## src/rtl/ram_arb_pkg.sv

```systemverilog
// ram_arb_pkg: shared definitions for the RAM arbiter.
//   - OWNER encodings (owner_t): OWN_NONE / OWN_H / OWN_D / OWN_I
//   - FSM state encoding (state_t): ST_IDLE / ST_ISSUE / ST_RESP
//   - Default address/data widths and one-hot grant bit positions.
package ram_arb_pkg;

    localparam int AW_DEF = 9;
    localparam int DW_DEF = 32;

    // Bit positions inside the one-hot grant vector.
    localparam int GNT_H = 0;
    localparam int GNT_D = 1;
    localparam int GNT_I = 2;

    typedef enum logic [1:0] {
        OWN_NONE = 2'd0,
        OWN_H    = 2'd1,
        OWN_D    = 2'd2,
        OWN_I    = 2'd3
    } owner_t;

    typedef enum logic [1:0] {
        ST_IDLE  = 2'd0,
        ST_ISSUE = 2'd1,
        ST_RESP  = 2'd2
    } state_t;

endpackage

```

## src/rtl/ram_arbiter_if.sv

```systemverilog
// ram_arbiter_if: bundle of the three requester ports, the RAM port and the
// status outputs of the RAM arbiter.
//   slave  modport : seen by the arbiter (requests in, acks/RAM port out).
//   master modport : seen by the SoC side (requesters and the RAM model).
// Requester ports: *_req, *_we (H/D only), *_addr, *_wdata (H/D only), *_ack.
// Shared: rdata (valid while an ack is high), owner, busy.
// RAM port: mem_en, mem_we, mem_addr, mem_wdata (registered), mem_rdata.
interface ram_arbiter_if
#(
    parameter int AW = ram_arb_pkg::AW_DEF,
    parameter int DW = ram_arb_pkg::DW_DEF
);
    logic          h_req, d_req, i_req;
    logic          h_we, d_we;
    logic [AW-1:0] h_addr, d_addr, i_addr;
    logic [DW-1:0] h_wdata, d_wdata;
    logic          h_ack, d_ack, i_ack;
    logic [DW-1:0] rdata;
    logic          mem_en, mem_we;
    logic [AW-1:0] mem_addr;
    logic [DW-1:0] mem_wdata;
    logic [DW-1:0] mem_rdata;
    logic [1:0]    owner;
    logic          busy;

    modport slave (
        input  h_req, d_req, i_req, h_we, d_we,
        input  h_addr, d_addr, i_addr, h_wdata, d_wdata, mem_rdata,
        output h_ack, d_ack, i_ack, rdata,
        output mem_en, mem_we, mem_addr, mem_wdata, owner, busy
    );

    modport master (
        output h_req, d_req, i_req, h_we, d_we,
        output h_addr, d_addr, i_addr, h_wdata, d_wdata, mem_rdata,
        input  h_ack, d_ack, i_ack, rdata,
        input  mem_en, mem_we, mem_addr, mem_wdata, owner, busy
    );

endinterface

```

## src/rtl/ram_arb_pick.sv

```systemverilog
// ram_arb_pick: combinational winner selection among the H, D and I requests.
//   Inputs : h_req, d_req, i_req, and favor_i (rotation pointer, only when
//            ARB_RR_EN is defined; 1 = I wins a D/I tie).
//   Outputs: grant (one-hot, bit positions GNT_H/GNT_D/GNT_I), owner code.
// Build option ARB_RR_EN: H keeps absolute priority, D and I alternate on
// ties. Without it the order is strictly H > D > I.
module ram_arb_pick
    import ram_arb_pkg::*;
(
`ifdef ARB_RR_EN
    input  logic       favor_i,
`endif
    input  logic       h_req,
    input  logic       d_req,
    input  logic       i_req,
    output logic [2:0] grant,
    output owner_t     owner
);

    logic d_wins;

`ifdef ARB_RR_EN
    assign d_wins = d_req && !(i_req && favor_i);
`else
    assign d_wins = d_req;
`endif

    always_comb begin
        // NOTE: every output gets a default first so no path leaves it
        // unassigned; otherwise synthesis infers a latch.
        grant = '0;
        owner = OWN_NONE;
        if (h_req) begin
            grant[GNT_H] = 1'b1;
            owner        = OWN_H;
        end else if (d_wins) begin
            grant[GNT_D] = 1'b1;
            owner        = OWN_D;
        end else if (i_req) begin
            grant[GNT_I] = 1'b1;
            owner        = OWN_I;
        end
    end

endmodule

```

## src/rtl/ram_arbiter.sv

```systemverilog
// ram_arbiter: sequences the shared synchronous RAM among the host (H),
// data-cache (D) and instruction-cache (I) requesters, one at a time.
//   clk  : system clock, rising edge.
//   res  : asynchronous active-low reset.
//   bus  : ram_arbiter_if.slave (requests, acks, rdata, RAM port, owner, busy).
// Each transaction takes IDLE -> ISSUE -> RESP: the MEM_* registers load on
// the IDLE grant edge, the RAM acts at the end of ISSUE, and the owner's ack
// plus read data appear during RESP.
// Build option ARB_RR_EN: D/I alternation through a rotation pointer.
module ram_arbiter
    import ram_arb_pkg::*;
#(
    parameter int AW = AW_DEF,
    parameter int DW = DW_DEF
)
(
    input  logic          clk,
    input  logic          res,
    ram_arbiter_if.slave  bus
);

    state_t        state, state_nxt;
    owner_t        owner_q, pick_owner;
    logic [2:0]    pick_grant;
    logic          op_we;   // remembers the operation after mem_we clears
    logic          mem_en_q, mem_we_q;
    logic [AW-1:0] mem_addr_q;
    logic [DW-1:0] mem_wdata_q;
    logic          sel_we;
    logic [AW-1:0] sel_addr;
    logic [DW-1:0] sel_wdata;

`ifdef ARB_RR_EN
    logic          favor_i;  // 0 favours D, 1 favours I
`endif

    ram_arb_pick u_pick (
`ifdef ARB_RR_EN
        .favor_i (favor_i),
`endif
        .h_req   (bus.h_req),
        .d_req   (bus.d_req),
        .i_req   (bus.i_req),
        .grant   (pick_grant),
        .owner   (pick_owner)
    );

    // Route the winner's operation onto the capture path; I is read-only.
    always_comb begin
        sel_we    = 1'b0;
        sel_addr  = '0;
        sel_wdata = '0;
        if (pick_grant[GNT_H]) begin
            sel_we    = bus.h_we;
            sel_addr  = bus.h_addr;
            sel_wdata = bus.h_wdata;
        end else if (pick_grant[GNT_D]) begin
            sel_we    = bus.d_we;
            sel_addr  = bus.d_addr;
            sel_wdata = bus.d_wdata;
        end else if (pick_grant[GNT_I]) begin
            sel_addr  = bus.i_addr;
        end
    end

    always_comb begin
        state_nxt = state;
        unique case (state)
            ST_IDLE:  if (|pick_grant) state_nxt = ST_ISSUE;
            ST_ISSUE: state_nxt = ST_RESP;
            ST_RESP:  state_nxt = ST_IDLE;
            default:  state_nxt = ST_IDLE;
        endcase
    end

    // NOTE: sequential state uses non-blocking assignments so every register
    // samples pre-edge values, independent of statement order.
    always_ff @(posedge clk or negedge res) begin
        if (!res) begin
            state       <= ST_IDLE;
            owner_q     <= OWN_NONE;
            op_we       <= 1'b0;
            mem_en_q    <= 1'b0;
            mem_we_q    <= 1'b0;
            mem_addr_q  <= '0;
            mem_wdata_q <= '0;
        end else begin
            state <= state_nxt;
            unique case (state)
                ST_IDLE: begin
                    if (|pick_grant) begin
                        owner_q     <= pick_owner;
                        op_we       <= sel_we;
                        mem_en_q    <= 1'b1;
                        mem_we_q    <= sel_we;
                        mem_addr_q  <= sel_addr;
                        mem_wdata_q <= sel_wdata;
                    end
                end
                ST_ISSUE: begin
                    mem_en_q <= 1'b0;
                    mem_we_q <= 1'b0;
                end
                ST_RESP: owner_q <= OWN_NONE;
                default: owner_q <= OWN_NONE;
            endcase
        end
    end

`ifdef ARB_RR_EN
    // Pointer moves only on D or I grants; H grants leave it alone.
    always_ff @(posedge clk or negedge res) begin
        if (!res) begin
            favor_i <= 1'b0;
        end else if (state == ST_IDLE) begin
            if (pick_grant[GNT_D])      favor_i <= 1'b1;
            else if (pick_grant[GNT_I]) favor_i <= 1'b0;
        end
    end
`endif

    assign bus.mem_en    = mem_en_q;
    assign bus.mem_we    = mem_we_q;
    assign bus.mem_addr  = mem_addr_q;
    assign bus.mem_wdata = mem_wdata_q;
    assign bus.owner     = owner_q;
    assign bus.busy      = (state != ST_IDLE);

    // Acks decode from the registered state, so an async reset drops them
    // immediately and an aborted transaction never acknowledges.
    assign bus.h_ack = (state == ST_RESP) && (owner_q == OWN_H);
    assign bus.d_ack = (state == ST_RESP) && (owner_q == OWN_D);
    assign bus.i_ack = (state == ST_RESP) && (owner_q == OWN_I);
    assign bus.rdata = (state == ST_RESP && !op_we) ? bus.mem_rdata : '0;

endmodule

```

## src/flat_wrapper.sv

```systemverilog
// flat-port wrapper written by rule: the top's interface ports become plain ports
module ram_arbiter_flat import ram_arb_pkg::*;
#(
    parameter int AW = AW_DEF,
    parameter int DW = DW_DEF
)
  (clk, res, bus_h_req, bus_d_req, bus_i_req, bus_h_we, bus_d_we, bus_h_addr, bus_d_addr, bus_i_addr, bus_h_wdata, bus_d_wdata, bus_mem_rdata, bus_h_ack, bus_d_ack, bus_i_ack, bus_rdata, bus_mem_en, bus_mem_we, bus_mem_addr, bus_mem_wdata, bus_owner, bus_busy);
  ram_arbiter_if #(.AW(AW), .DW(DW)) bus_i ();
  input  logic clk;
  input  logic res;
  input wire logic [$bits(bus_i.h_req)-1:0] bus_h_req;
  input wire logic [$bits(bus_i.d_req)-1:0] bus_d_req;
  input wire logic [$bits(bus_i.i_req)-1:0] bus_i_req;
  input wire logic [$bits(bus_i.h_we)-1:0] bus_h_we;
  input wire logic [$bits(bus_i.d_we)-1:0] bus_d_we;
  input wire logic [$bits(bus_i.h_addr)-1:0] bus_h_addr;
  input wire logic [$bits(bus_i.d_addr)-1:0] bus_d_addr;
  input wire logic [$bits(bus_i.i_addr)-1:0] bus_i_addr;
  input wire logic [$bits(bus_i.h_wdata)-1:0] bus_h_wdata;
  input wire logic [$bits(bus_i.d_wdata)-1:0] bus_d_wdata;
  input wire logic [$bits(bus_i.mem_rdata)-1:0] bus_mem_rdata;
  output wire logic [$bits(bus_i.h_ack)-1:0] bus_h_ack;
  output wire logic [$bits(bus_i.d_ack)-1:0] bus_d_ack;
  output wire logic [$bits(bus_i.i_ack)-1:0] bus_i_ack;
  output wire logic [$bits(bus_i.rdata)-1:0] bus_rdata;
  output wire logic [$bits(bus_i.mem_en)-1:0] bus_mem_en;
  output wire logic [$bits(bus_i.mem_we)-1:0] bus_mem_we;
  output wire logic [$bits(bus_i.mem_addr)-1:0] bus_mem_addr;
  output wire logic [$bits(bus_i.mem_wdata)-1:0] bus_mem_wdata;
  output wire logic [$bits(bus_i.owner)-1:0] bus_owner;
  output wire logic [$bits(bus_i.busy)-1:0] bus_busy;
  assign bus_i.h_req = bus_h_req;
  assign bus_i.d_req = bus_d_req;
  assign bus_i.i_req = bus_i_req;
  assign bus_i.h_we = bus_h_we;
  assign bus_i.d_we = bus_d_we;
  assign bus_i.h_addr = bus_h_addr;
  assign bus_i.d_addr = bus_d_addr;
  assign bus_i.i_addr = bus_i_addr;
  assign bus_i.h_wdata = bus_h_wdata;
  assign bus_i.d_wdata = bus_d_wdata;
  assign bus_i.mem_rdata = bus_mem_rdata;
  assign bus_h_ack = bus_i.h_ack;
  assign bus_d_ack = bus_i.d_ack;
  assign bus_i_ack = bus_i.i_ack;
  assign bus_rdata = bus_i.rdata;
  assign bus_mem_en = bus_i.mem_en;
  assign bus_mem_we = bus_i.mem_we;
  assign bus_mem_addr = bus_i.mem_addr;
  assign bus_mem_wdata = bus_i.mem_wdata;
  assign bus_owner = bus_i.owner;
  assign bus_busy = bus_i.busy;
  ram_arbiter #(.AW(AW), .DW(DW)) u_core (.clk(clk), .res(res), .bus(bus_i));
endmodule
```

## config.mk

```make
export PLATFORM = sky130hd
export DESIGN_NAME = ram_arbiter_flat
export DESIGN_NICKNAME = d
export VERILOG_FILES = /design/src/rtl/ram_arb_pkg.sv /design/src/rtl/ram_arbiter_if.sv /design/src/rtl/ram_arb_pick.sv /design/src/rtl/ram_arbiter.sv /design/src/flat_wrapper.sv
export SDC_FILE = /design/constraint.sdc
export NUM_CORES = 1
export LEC_CHECK = 0
export BUFFER_PORTS_ARGS = -buffer_cell sky130_fd_sc_hd__buf_2
export CAP_MARGIN = 10
export CORE_MARGIN = 8
export CORE_UTILIZATION = 39
export DETAILED_ROUTE_END_ITERATION = 16
export HOLD_SLACK_MARGIN = 0.03
export PLACE_DENSITY_LB_ADDON = 0.25
export SETUP_SLACK_MARGIN = 0.5
export SLEW_MARGIN = 20
export SYNTH_ARGS = -nofsm -noshare
export SYNTH_HDL_FRONTEND = slang
export SYNTH_SLANG_ARGS = --single-unit
```

## constraint.sdc

```tcl
create_clock -name clk -period 2.4 [get_ports clk]
set_clock_uncertainty 0.1 [all_clocks]
set_input_delay 0.36 -clock clk [delete_from_list [all_inputs] [get_ports clk]]
set_output_delay 0.36 -clock clk [all_outputs]
set_load 0.1 [all_outputs]
```

### Word-level counts from Yosys, hierarchy flattened

Index checks and enable logic that the tools add are counted.

* input bits: 130
* bits in registers: 48

* reduce and logical (&&, ||, !) cells: 12
* equality and inequality tests: 6
* bitwise logic cells: 1
* muxes and demuxes: 24

Operator list (count)
* two-way mux 32 bit: 3
* two-way mux 9 bit: 3
* two-way mux 2 bit: 6
* two-way mux 1 bit: 8
* one-hot mux 2 bit (2 select lines): 2
* == test 2 bit, second input constant: 3
* AND reduction 2 bit: 3
* == test 2 x 1 -> 1 bit, second input constant: 2
* logical AND 1 bit: 4
* one-hot mux 1 bit (2 select lines): 2
* nonzero test 2 bit: 2
* OR reduction 3 bit: 1
* logical NOT 2 bit: 1
* != test 2 x 1 -> 1 bit, second input constant: 1
* logical NOT 1 bit: 1
* NOT 1 bit: 1

### Depth between registers and ports, before layout

* depth after elaboration: 7
* mapped depth: 7

### Cells and area by module

From an unflattened synthesis, not the netlist that was laid out.

* cells, all modules: 277
* area, all modules: 2615.0 um2

By module, submodules not included
* ram_arbiter: seq. area each 1201.2 um2, cells an instance 270, times used 1, area an instance 2567.5 um2
* ram_arb_pick: seq. area each 0.0 um2, cells an instance 7, times used 1, area an instance 47.5 um2

### Least setup slack after synthesis

OpenSTA, ideal clock, no wires.

* kind: flip-flop to output port
* start point: register u_core.owner_q[0] (netlist: u_core.bus.owner[0])
* end point: output port bus_i_ack
* path buffers: 0
* slack: -2322 ps
* required time: 1940 ps
* stages on the path, launching flop included: 3
* data arrival time: 4262 ps
* cells stage by stage: dfrtp_1 > inv_1 > nor4b_1

* longest elaborated chain between the ends: 2

RTL lines
* start: declaration: RTL line ram_arbiter.sv:23 `owner_t owner_q, pick_owner;`
* start signal: assignment: RTL line ram_arbiter.sv:92 `owner_q <= pick_owner;`
* == test 2 bit: RTL line ram_arbiter.sv:133 `assign bus.i_ack = (state == ST_RESP) && (owner_q == OWN_I);`
* logical AND 1 bit: RTL line ram_arbiter.sv:133
* end: declaration: RTL line flat_wrapper.sv:24 `output wire logic [$bits(bus_i.i_ack)-1:0] bus_i_ack;`

No other way between the ends.

### Worst setup path in the final report

* start point: register u_core.op_we
* end point: output port bus_rdata[14]

* longest elaborated chain between the ends: 3

RTL lines
* start: declaration: RTL line ram_arbiter.sv:25 `logic op_we;`
* start signal: assignment: RTL line ram_arbiter.sv:93 `op_we <= sel_we;`
* logical NOT 1 bit: RTL line ram_arbiter.sv:134 `assign bus.rdata = (state == ST_RESP && !op_we) ? bus.mem_rdata : '0;`
* logical AND 1 bit: RTL line ram_arbiter.sv:134
* two-way mux 32 bit: RTL line ram_arbiter.sv:134
* end: declaration: RTL line flat_wrapper.sv:25 `output wire logic [$bits(bus_i.rdata)-1:0] bus_rdata;`

No other way between the ends.

==> metrics.txt <==
CP bufs+invs=2; drt first pass iters=5; Crit path required time=around 1900 ps; H-tree Lvls=2; clock-pin slew on the worst setup and hold paths=90 ps; Worst EP arrival=between 1500 and 2000 ps; final hold vios=0; Filler cells=484; outcome=finished clean; first-pass GRT wire length=between 10 and 15 mm; Mapped Nets=400; initial antenna violation count=0; Yosys top cell area share=47.9%; area of the die=0.00925 mm²; Synth Instances=between 200 and 300; routed wire length=10.0 mm; DRC=0; CTS tree=yes; worst skew pair latency=roughly 290 ps; synthesis-stage register bit count=48; clock sinks=48; IO Port Bufs=210; Cell Count, Final, Fillers Out=550; Antenna diodes=0; Global Route Usage Sum=20.3%; P&R area growth vs syn=76.9%; Top Ports=211; Max Fanout on Critical Path=8; Vert. Die Dim=96.2 µm; Netlist Area Pre-Place=0.00251 mm²; Num CTS Buffers=5; synth top area cells=dfrtp_1 (48%), o21ai_0 (14%), a22oi_1 (9.9%), and2_1 (8.0%), a221oi_1 (3.5%); min Tclk post-route=2020 ps; Setup CP Type=reg2out; Hold Path Class=in2reg; TNS Setup=0 ps; max incr delay on CP=430 ps; CTS root buf=clkbuf_8; delay-heaviest family, CP=simple AND/OR/NAND/NOR gates; Ys Warns=0; layout cells sized above 1=58.8%; Place WS=411 ps; final worst setup slack=about 380 ps; Nets=602; wire per inst=between 15 and 20 µm; Synth cell types=26; Initial Util=about two fifths; die width=96.2 µm; Slew HR=60.5%; Setup crit end kind=output pin; Synth area leader=dfrtp_1; Iter 0 DRT Violations=about 210; worst path cell trace=nor3_4 -> buf_4 -> and2_4 -> buf_12; Inst Count DP=535; Startpoint Class=register; global placer's final weighted congestion=roughly 0.86; largest net degree at the start of global routing=between 40 and 50; Post-Syn Area per Cell=9.28 µm²; Final Slew Violations=0; routed vias=2908; grt ovf=0; Peak Freq=0.495 GHz; Final setup viols=0; slowest CP cell=dfrtp_1; dpl hpwl=7.90 mm; RSZ-0062 raised after global routing=yes; Max Cap Viol=0; worst slew pin tran=between 500 and 600 ps; Site Rows=29; Final Cycle Share=84.3%; vias in the first global route=2939; Detail Route Antenna Nets=0; Max clock buf depth=2; Via density=5.29; sequential area share after synthesis=a little under half; Core ar.=about 0.0063 mm²
[final timing paths]
| check | startpoint | to | slack, ps | cells past startpoint |
|---|---|---|---|---|
| max in group asynchronous | res | u_core.bus.mem_wdata[9]$_DFFE_PN0P_ | 1160 | 3 |
| hold / removal | bus_d_wdata[1] | u_core.bus.mem_wdata[1]$_DFFE_PN0P_ | 240 | 3 |
| hold reg to reg | u_core.bus.mem_wdata[28]$_DFFE_PN0P_ | u_core.bus.mem_wdata[28]$_DFFE_PN0P_ | 410 | 2 |
| setup / recovery | u_core.op_we$_DFFE_PN0P_ | bus_rdata[14] | 380 | 4 |
| min in group asynchronous | res | u_core.bus.mem_addr[6]$_DFFE_PN0P_ | 490 | 2 |
| setup reg to reg | u_core.state[0]$_DFFE_PN0P_ | u_core.bus.mem_addr[2]$_DFFE_PN0P_ | 550 | 5 |
[stage by stage]
| step | area [µm²] | hold WS (ps) | utilization, % |
|---|---|---|---|
| 6_report | 4430 | 236 | 70.6 |
| 5_1_grt | 4430 | 236 | 70.6 |
| 4_1_cts | 4370 | 234 | 69.6 |
| 3_5_place_dp | 4220 | 295 | 67.3 |
| 3_3_place_gp | 4220 | 290 | 67.3 |
| 2_1_floorplan | 2650 | -35.6 | - |
[synth_stat cells]
cell type	n
o21ai_0	70
dfrtp_1	48
a22oi_1	33
and2_1	32
clkbuf_1	22
nor2_1	11
a221oi_1	10
inv_1	6
o21ai_1	6
o31ai_1	6
buf_2	4
buf_6	3
o31ai_2	3
nand2_1	2
nor2b_1	2
nor4b_1	2
buf_1	1
nand2b_1	1
nor3_1	1
nor3_2	1
nor4_1	1
o211ai_1	1
o221a_2	1
o22ai_1	1
or2_0	1
or2_1	1
[state kept, by name, indices dropped and copies added, names as in the netlist]
name and count:
u_core.bus.mem_en 1, u_core.op_we 1, u_core.state 2, u_core.bus.mem_addr 9, u_core.bus.mem_wdata 32, u_core.bus.mem_we 1, u_core.bus.owner 2
[placed cells by master, fill, tap and decap left out, drive strengths merged]
cell and instances:
o21ai 76, o211ai 1, a22oi 33, buf 224
dfrtp 48, nor2 11, and2 32, nor3 2
o31ai 9, nor2b 2, nand2 2, clkbuf 8
a221oi 10, inv 6, nor4 1, o221a 1
dlygate4sd3 1, or2 2, o22ai 1, nand2b 1
nor4b 2
[what timing repair did]
action	CTS	global route
hold buffers	1	0
cloned	1	1
gates resized for setup	13	9
endpoints found under the setup margin	51	44
endpoints found under the hold margin	23	0
pin swaps	0	9
setup buffers	1	3
[worst reg2reg max path: cells and delay by family (launching register included)]
family | cells | cell delay, ps
AND/OR/NAND/NOR | 2 | 590
flip-flops | 1 | 450
buffers and inverters | 2 | 350
AO/OA/AOI/OAI | 1 | 270
[final cells by class]
| type | instances | area (µm²) | area share (%) |
|---|---|---|---|
| Timing Repair Buffer | 225 | 1720 | 38.9 |
| Multi-Input combinational cell | 186 | 1290 | 29.1 |
| Sequential cell | 48 | 1210 | 27.3 |
| Tap cell | 77 | 96.3 | 2.17 |
| Clock buffer | 8 | 90.1 | 2.03 |
| Inverter | 6 | 25.0 | 0.564 |
[metal layers]
metal,part of all wire (%),global-route usage (%)
met5,0,0
met4,0.55,3.84
met3,9.5,5.23
met2,52,36.4
met1,38,23.9
[cells by family after synthesis]
kind of cell | count (synthesis) | synth area share, %
buffers and inverters | 36 | 6.49
AND/OR/NAND/NOR | 55 | 12.7
flip-flops | 48 | 47.9
AO/OA/AOI/OAI | 131 | 32.9
Power is left out: the tool's default activity adds up to more than one toggle a clock period on the data nets, which glitch-free logic cannot reach.
